`src/rtl/riscv_bp_pkg.sv`:
```
`default_nettype none
// ============================================================================
//  Module      : riscv_bp_pkg
//  Description : Shared types and constants for the fetch-side branch
//                predictor: 2-bit counter encodings, the allocate/reset
//                counter values, and the BTB entry record.
//  Revision    : 1.0  initial release
// ============================================================================
package riscv_bp_pkg;

    // 2-bit saturating direction counter; bit 1 is the taken prediction.
    typedef enum logic [1:0] {
        CTR_SNT = 2'b00,
        CTR_WNT = 2'b01,
        CTR_WT  = 2'b10,
        CTR_ST  = 2'b11
    } ctr_e;

    // A freshly allocated entry predicts taken, but one not-taken outcome
    // is enough to flip it.
    localparam ctr_e CTR_ALLOC = CTR_WT;
    localparam ctr_e CTR_RESET = CTR_WNT;

    // Widest tag any legal table size can need (ENTRIES >= 2 -> IDX_W >= 1).
    // Narrower tags are stored zero-extended into this field.
    localparam int c_tag_max_w = 29;

    typedef struct packed {
        logic                   valid;
        logic [c_tag_max_w-1:0] tag;
        logic [31:0]            target;
        ctr_e                   ctr;
    } btb_entry_t;

endpackage : riscv_bp_pkg
`default_nettype wire

```
`src/rtl/sat_counter2.sv`:
```
`default_nettype none
// ============================================================================
//  Module      : sat_counter2
//  Description : Next-state logic of a 2-bit saturating direction counter.
//                Taken steps up and sticks at ST, not-taken steps down and
//                sticks at SNT.
//  Ports       : ctr     in  current counter value
//                taken   in  resolved outcome
//                ctr_nxt out counter value after training on 'taken'
//  Revision    : 1.0  initial release
// ============================================================================
module sat_counter2
    import riscv_bp_pkg::*;
(
    input  ctr_e ctr,
    input  logic taken,
    output ctr_e ctr_nxt
);

    always_comb begin
        ctr_nxt = ctr;
        unique case (ctr)
            CTR_SNT: ctr_nxt = taken ? CTR_WNT : CTR_SNT;
            CTR_WNT: ctr_nxt = taken ? CTR_WT  : CTR_SNT;
            CTR_WT:  ctr_nxt = taken ? CTR_ST  : CTR_WNT;
            CTR_ST:  ctr_nxt = taken ? CTR_ST  : CTR_WT;
            default: ctr_nxt = ctr;
        endcase
    end

endmodule : sat_counter2
`default_nettype wire

```
`src/rtl/btb_predictor.sv`:
```
`default_nettype none
// ============================================================================
//  Module      : btb_predictor
//  Description : Direct-mapped branch target buffer with 2-bit saturating
//                direction counters. Answers a fetch-PC lookup in the same
//                cycle from the registered table and trains on the branch
//                resolution coming back from execute.
//  Ports       : clk, rst           clock, synchronous active-high reset
//                fetch_pc           PC being fetched (word aligned)
//                predicted_taken    redirect fetch to predicted_target
//                predicted_target   stored target on hit&taken, else pc+4
//                btb_hit            valid entry with matching tag
//                upd_valid/pc/taken/target  resolved branch to train on
//                flush              invalidate every entry
//  Config      : `define BTB_BYPASS_EN forwards a same-cycle update whose
//                PC equals fetch_pc straight to the lookup outputs.
//  Revision    : 1.0  initial release
// ============================================================================
module btb_predictor
    import riscv_bp_pkg::*;
#(
    parameter int ENTRIES = 16
) (
    input  logic        clk,
    input  logic        rst,
    input  logic [31:0] fetch_pc,
    output logic        predicted_taken,
    output logic [31:0] predicted_target,
    output logic        btb_hit,
    input  logic        upd_valid,
    input  logic [31:0] upd_pc,
    input  logic        upd_taken,
    input  logic [31:0] upd_target,
    input  logic        flush
);

    localparam int IDX_W = $clog2(ENTRIES);
    localparam int TAG_W = 30 - IDX_W;

    btb_entry_t r_table [ENTRIES];

    logic [IDX_W-1:0]       w_fetch_idx;
    logic [IDX_W-1:0]       w_upd_idx;
    logic [c_tag_max_w-1:0] w_fetch_tag;
    logic [c_tag_max_w-1:0] w_upd_tag;
    btb_entry_t             w_rd_entry;
    btb_entry_t             w_upd_old;
    btb_entry_t             w_upd_new;
    btb_entry_t             w_lookup;
    logic                   w_upd_hit;
    logic                   w_upd_we;
    ctr_e                   w_ctr_nxt;
    logic                   w_unused;

    assign w_fetch_idx = fetch_pc[IDX_W+1:2];
    assign w_upd_idx   = upd_pc[IDX_W+1:2];

    // Tags are kept zero-extended so one entry type serves every table size.
    always_comb begin
        w_fetch_tag              = '0;
        w_fetch_tag[TAG_W-1:0]   = fetch_pc[31:IDX_W+2];
        w_upd_tag                = '0;
        w_upd_tag[TAG_W-1:0]     = upd_pc[31:IDX_W+2];
    end

    assign w_rd_entry = r_table[w_fetch_idx];
    assign w_upd_old  = r_table[w_upd_idx];
    assign w_upd_hit  = w_upd_old.valid && (w_upd_old.tag == w_upd_tag);

    sat_counter2 u_sat_counter2 (
        .ctr     (w_upd_old.ctr),
        .taken   (upd_taken),
        .ctr_nxt (w_ctr_nxt)
    );

    // Post-update image of the entry addressed by upd_pc. A not-taken miss
    // leaves the table alone so cold not-taken branches never evict anything.
    always_comb begin
        w_upd_new = w_upd_old;
        w_upd_we  = 1'b0;
        if (upd_valid) begin
            if (w_upd_hit) begin
                w_upd_we      = 1'b1;
                w_upd_new.ctr = w_ctr_nxt;
                if (upd_taken) begin
                    w_upd_new.target = upd_target;
                end
            end else if (upd_taken) begin
                w_upd_we  = 1'b1;
                w_upd_new = '{valid: 1'b1, tag: w_upd_tag, target: upd_target, ctr: CTR_ALLOC};
            end
        end
    end

    // Priority: reset, then flush, then a single training write.
    always_ff @(posedge clk) begin
        if (rst) begin
            for (int i = 0; i < ENTRIES; i++) begin
                r_table[i] <= '{valid: 1'b0, tag: '0, target: '0, ctr: CTR_RESET};
            end
        end else if (flush) begin
            for (int i = 0; i < ENTRIES; i++) begin
                r_table[i].valid <= 1'b0;
            end
        end else if (w_upd_we) begin
            r_table[w_upd_idx] <= w_upd_new;
        end
    end

`ifdef BTB_BYPASS_EN
    // Full-PC match means the update targets exactly the entry being looked
    // up, so the post-update image can be forwarded. Flush and reset discard
    // the write, so they also kill the forwarding.
    logic w_bypass;
    assign w_bypass = upd_valid && (upd_pc == fetch_pc) && !flush && !rst;
    assign w_lookup = w_bypass ? w_upd_new : w_rd_entry;
`else
    assign w_lookup = w_rd_entry;
`endif

    assign btb_hit          = w_lookup.valid && (w_lookup.tag == w_fetch_tag);
    assign predicted_taken  = btb_hit && w_lookup.ctr[1];
    assign predicted_target = predicted_taken ? w_lookup.target : (fetch_pc + 32'd4);

    // Byte-offset bits of the fetch PC carry no information for the lookup.
    assign w_unused = ^fetch_pc[1:0];

endmodule : btb_predictor
`default_nettype wire
```
`config.mk`:
```
export PLATFORM = sky130hd
export DESIGN_NAME = btb_predictor
export DESIGN_NICKNAME = d
export VERILOG_FILES = /design/src/rtl/riscv_bp_pkg.sv /design/src/rtl/sat_counter2.sv /design/src/rtl/btb_predictor.sv
export SDC_FILE = /design/constraint.sdc
export NUM_CORES = 2
export LEC_CHECK = 0
export CAP_MARGIN = 20
export CORE_AREA = 2 2 399 401
export DETAILED_ROUTE_END_ITERATION = 7
export DIE_AREA = 0 0 401 403
export DONT_BUFFER_PORTS = 1
export HOLD_SLACK_MARGIN = 0.05
export PLACE_DENSITY = 0.52
export SKIP_LAST_GASP = 1
export SYNTH_ARGS = -nofsm -noshare
export SYNTH_HDL_FRONTEND = slang
export SYNTH_SLANG_ARGS = --single-unit
```
`constraint.sdc`:
```
create_clock -name clk -period 11.05 [get_ports clk]
set_input_delay 1.105 -clock clk [delete_from_list [all_inputs] [get_ports clk]]
set_output_delay 1.105 -clock clk [all_outputs]
set_load 0.03 [all_outputs]
```
# [Word-level counts from Yosys, hierarchy flattened]
# Memories as Yosys holds them, arrays and structs flattened.
# Cells that the tools add are included.
[op_classes] addsub=1 eq_ne=5 muxes=42 n_bitwise=16 n_reduce_logical=5
[ops] cell="$mux 64" n=3
[ops] cell="$mux 32" n=2
[ops] cell="$reduce_or 64->1" n=1
[ops] cell="$eq 29x26->1" n=2
[ops] cell="$mux 34" n=1
[ops] cell="$add 32x3->32 const B" n=1
[ops] cell="$mux 1" n=30
[ops] cell="$mux 30" n=1
[ops] cell="$or 1x1->1" n=16
[ops] cell="$pmux 2 s4" n=1
[ops] cell="$mux 2" n=3
[ops] cell="$eq 2x2->1 const B" n=2
[ops] cell="$mux 4" n=1
[ops] cell="$logic_and 1x1->1" n=3
[ops] cell="$eq 2x1->1 const B" n=1
[ops] cell="$logic_not 2->1" n=1
[totals] regBits=0 ramBits=1024 elab_cells=70 memories=1
[memory_table] memory="r_table" words=16 word_bits=64 read_ports=2 rd_clocked_by_memory_dff=0 wr=16 line_no="btb_predictor.sv:40" text="btb_entry_t r_table [ENTRIES];"

# [Logic depth before layout (Yosys ltp)]
# An unclocked memory read counts as a cell.
[logic_depth] word_depth=11 depth_mapped=16

# [By module]
# Synthesis repeated with hierarchy kept, for this count alone.
[hier_totals] cells_unflattened=3659 hier_area_um2=55884.8
[by_module_without_submodules] module="btb_predictor" n_inst=1 cells_each=3656 area_each_um2=55858.6 seq_area_each_um2=30749.5
[by_module_without_submodules] module="sat_counter2" n_inst=1 cells_each=3 area_each_um2=26.3 seq_area_each_um2=0.0

# [Worst setup path before layout]
# No wires, ideal clock.
[synth_path] path_type="in2reg" from="input port upd_pc[2]" to="memory r_table[10][0] (netlist name), enable pin" setup_ns=0.431 arrival_ns=5.540 setup_slack_ns=5.079 path_stages=12 path_buffers=3 cell_sequence="buf_2 -> mux4_2 -> a22oi_1 -> nand3_1 -> xor2_1 -> or4_4 -> nor4b_4 -> a31oi_2 -> buf_6 -> or3_1 -> buf_6 -> nand2b_1"
[synth_lines] element="from (decl)" line_no="btb_predictor.sv:31" text="input logic [31:0] upd_pc,"
[synth_lines] element="to (decl)" line_no="btb_predictor.sv:40"

==> flow_metrics.tcl <==
set metrics [dict create \
    crit_required_ns 11.39 \
    tns_ns 0 \
    ys_ff_latch 1024 \
    syn_inst 3609 \
    relSlewSlack_pct -66.5 \
    intPower_mw 6.97 \
    p_seq_share_pct 48.5 \
    synth_top_family_by_area "multiplexers" \
    synth-simple-area-share_pct 10.4 \
    ctsResizeCount 0 \
    drt_wl_total_mm 190 \
    critical_path_class "in2reg" \
    synth_warnings 0 \
    min_period_ns 7.24 \
    die_w_um 401 \
    async_flop_share_pct 0 \
    dp_cells 5452 \
    h-tree-depth 3 \
    muxShareOfSynthArea_pct 26.4 \
    min_path_type "in2reg" \
    r2r_cells 10 \
    synthAdderAreaFrac_pct 0.0411 \
    syn_to_final_growth_pct 9.17 \
    cts_tree "built" \
    postCtsHoldBufs 0 \
    synth-compound-area-share_pct 1.52 \
    syn_area_um2 54800 \
    drtIter0Drc 3301 \
    gr-total-overflow 0 \
    synth_cell_types 63 \
    p_clk_share_pct 40.6 \
    grt_pass1_wl_mm 265 \
    fp.dieH_um 403 \
    rsz0062_at_grt "no" \
    clk_latency_ns 0.75 \
    worst_pin_slew_ns 2.50 \
    max_freq_ghz 0.138 \
    drive_above_1_share_pct 30.1 \
    path_max_fanout 236 \
    antenna_found_initial 5 \
    p_leak_nw 20.0 \
    avgViaCountPerCell 5.83 \
    grt_max_degree 258 \
    status "finished with violations" \
    clock_sinks 1024 \
    synth_flop_cell "edfxtp_1" \
    hold_ws_ns 0.727 \
    cts_buffers 111 \
    first_global_vias 33300 \
    switchingPower_mw 2.27 \
    synth_commonest_cells "edfxtp_1 (1,024), nor2_1 (788), mux4_2 (540)" \
    top_register "r_table" \
    fin_cells 5659 \
    cp-end-kind "register" \
    critPathLaunchType "input port" \
    synthTopCellsByArea "edfxtp_1 (56%), mux4_2 (22%), nor2_1 (5.4%)" \
    ys_seq_area_share_pct 56.1 \
    p_total_mw 9.25 \
    cts.root.buffer_cell "clkbuf_16" \
    core.rowCount 146 \
    worstPathArrival_ns 7.58 \
    holdPathStages 2 \
    wl_per_cell_um 33.6 \
    peakVddDrop_mv 0.133 \
    yosysTopAreaCell "edfxtp_1" \
    fp.dieArea_um2 162000 \
    io_buffers 0 \
    powerDensity_nw_per_um2 155 \
    largest_reg_flops 1024 \
    slew_violations 147 \
    syn_avg_cell_area_um2 15.2 \
    setup_viol 0 \
    synthXorXnorAreaFrac_pct 1.49 \
    fin_crit_sh_pct 65.5 \
    dpl.hpwl_mm 101 \
    cts.path.max_buffers 3 \
    start_util_pct 34.8 \
    post_cts_buffers 0 \
    yosysMostFrequentCell "edfxtp_1" \
    violations "max-slew violations" \
    pin_count 135 \
    vias 33000 \
    netlist.area_leader.share_pct 56.1 \
    finClkSkew_ns 0.0363 \
    postRouteAntennaNets 0 \
    combinationalPowerShare_pct 10.8 \
    hold_violations 0 \
    drt_drc_violations_left 0 \
    fin_nets 3596 \
    synth_edf_count 1024 \
    grt_usage_pct 23.4 \
    clk_pin_slew_ns 0.06 \
    core_area_um2 157000 \
    place.gp.congestion 0.832 \
    max_cap_violations 0 \
    swShare_pct 24.6 \
    firstDrtPassIters 5 \
    top_regs "r_table: 1024 flops" \
]
## placed cells by master, fill, tap and decap left out, types with 10 or more instances in the layout
cell       count
bufinv_16     10
nand2b_1      17
clkbuf_16    114
clkinv_1      34
nand4_1       18
mux2_2        43
mux2i_1      134
o21ai_0       10
xor2_1        33
mux2i_4       20
nand3_1       33
nor2b_1       24
conb_1        48
nand2_1       81
mux4_2       540
nor3_1        16
nor2_1       788
inv_1         21
a21oi_1       31
buf_4         77
a22oi_1       24
clkinv_2      12
edfxtp_1    1024
nor2_2       212
xnor2_1       60
nand2b_4      16
or3_4         16
clkbuf_1      28
## final cells by class
| cell class | instances | area [µm²] |
|---|---|---|
| timing repair buffer | 77 | 578 |
| clock inverter | 63 | 588 |
| antenna | 1 | 2.50 |
| fill | 14700 | 97700 |
| clock buffer | 142 | 2960 |
| multi-input combinational | 2258 | 22200 |
| tap | 2072 | 2590 |
| sequential | 1024 | 30700 |
| inverter | 22 | 82.6 |
## worst paths after layout
path	from	slack (ns)	to
max	upd_pc[2]	3.81	r_table[7][58]$_SDFFCE_PN0P_
min	upd_pc[18]	0.73	r_table[9][46]$_SDFFCE_PN0P_
max reg2reg	r_table[3][50]$_SDFFCE_PN0P_	5.16	r_table[7][58]$_SDFFCE_PN0P_
min reg2reg	r_table[10][44]$_SDFFCE_PN0P_	1.18	r_table[14][44]$_SDFFCE_PN0P_
## power by group through the flow
stage                     Sequential [mW]  Combinational, mW  Clock [mW]
after floorplan                      4.55              0.800           0
after global placement               4.56              0.989           0
after detailed placement             4.57              0.993           0
after CTS                            4.48              0.995        3.80
after global routing                 4.50               1.04        3.93
final                                4.49               1.00        3.76
## routing by layer
layer	up-vias	share of wire (%)	GRT usage, %	wire length (µm)
li1	13600	-	-	-
met1	17700	40	30.6	76300
met2	1429	49	38.7	92400
met3	263	8.2	5.14	15600
met4	4	3.0	7.54	5770
met5	-	0.012	0	23
## stage by stage
step	setup slack, ns	area, µm²	utilization, %
CTS	4.86	59800	38.0
global placement	4.19	56200	35.7
floorplan	5.08	54900	-
global route	4.12	59800	38.0
detailed placement	4.18	56200	35.7
finish	3.81	59800	38.0
## logic make-up (layout without fill, tap and decap cells)
logic type / after synthesis / count (layout)
AO/OA/AOI/OAI: 116 / 116
XOR/XNOR: 93 / 93
adder cells (fa/ha/maj): 2 / 2
buffers and inverters: 374 / 304
flip-flops: 1024 / 1024
multiplexers: 739 / 739
other: 1 / 49
AND/OR/NAND/NOR: 1260 / 1260
## worst max-delay path, cell delays in order
cell and delay [ns]:
mux4_2 1.16, mux2i_1 0.25, xnor2_1 0.26, o31a_1 0.38, a2111oi_4 0.58, a31oi_2 0.44
or3_4 0.84, nand2b_4 0.60, buf_4 0.91
Note: power is estimated with default switching activity, not from simulation.
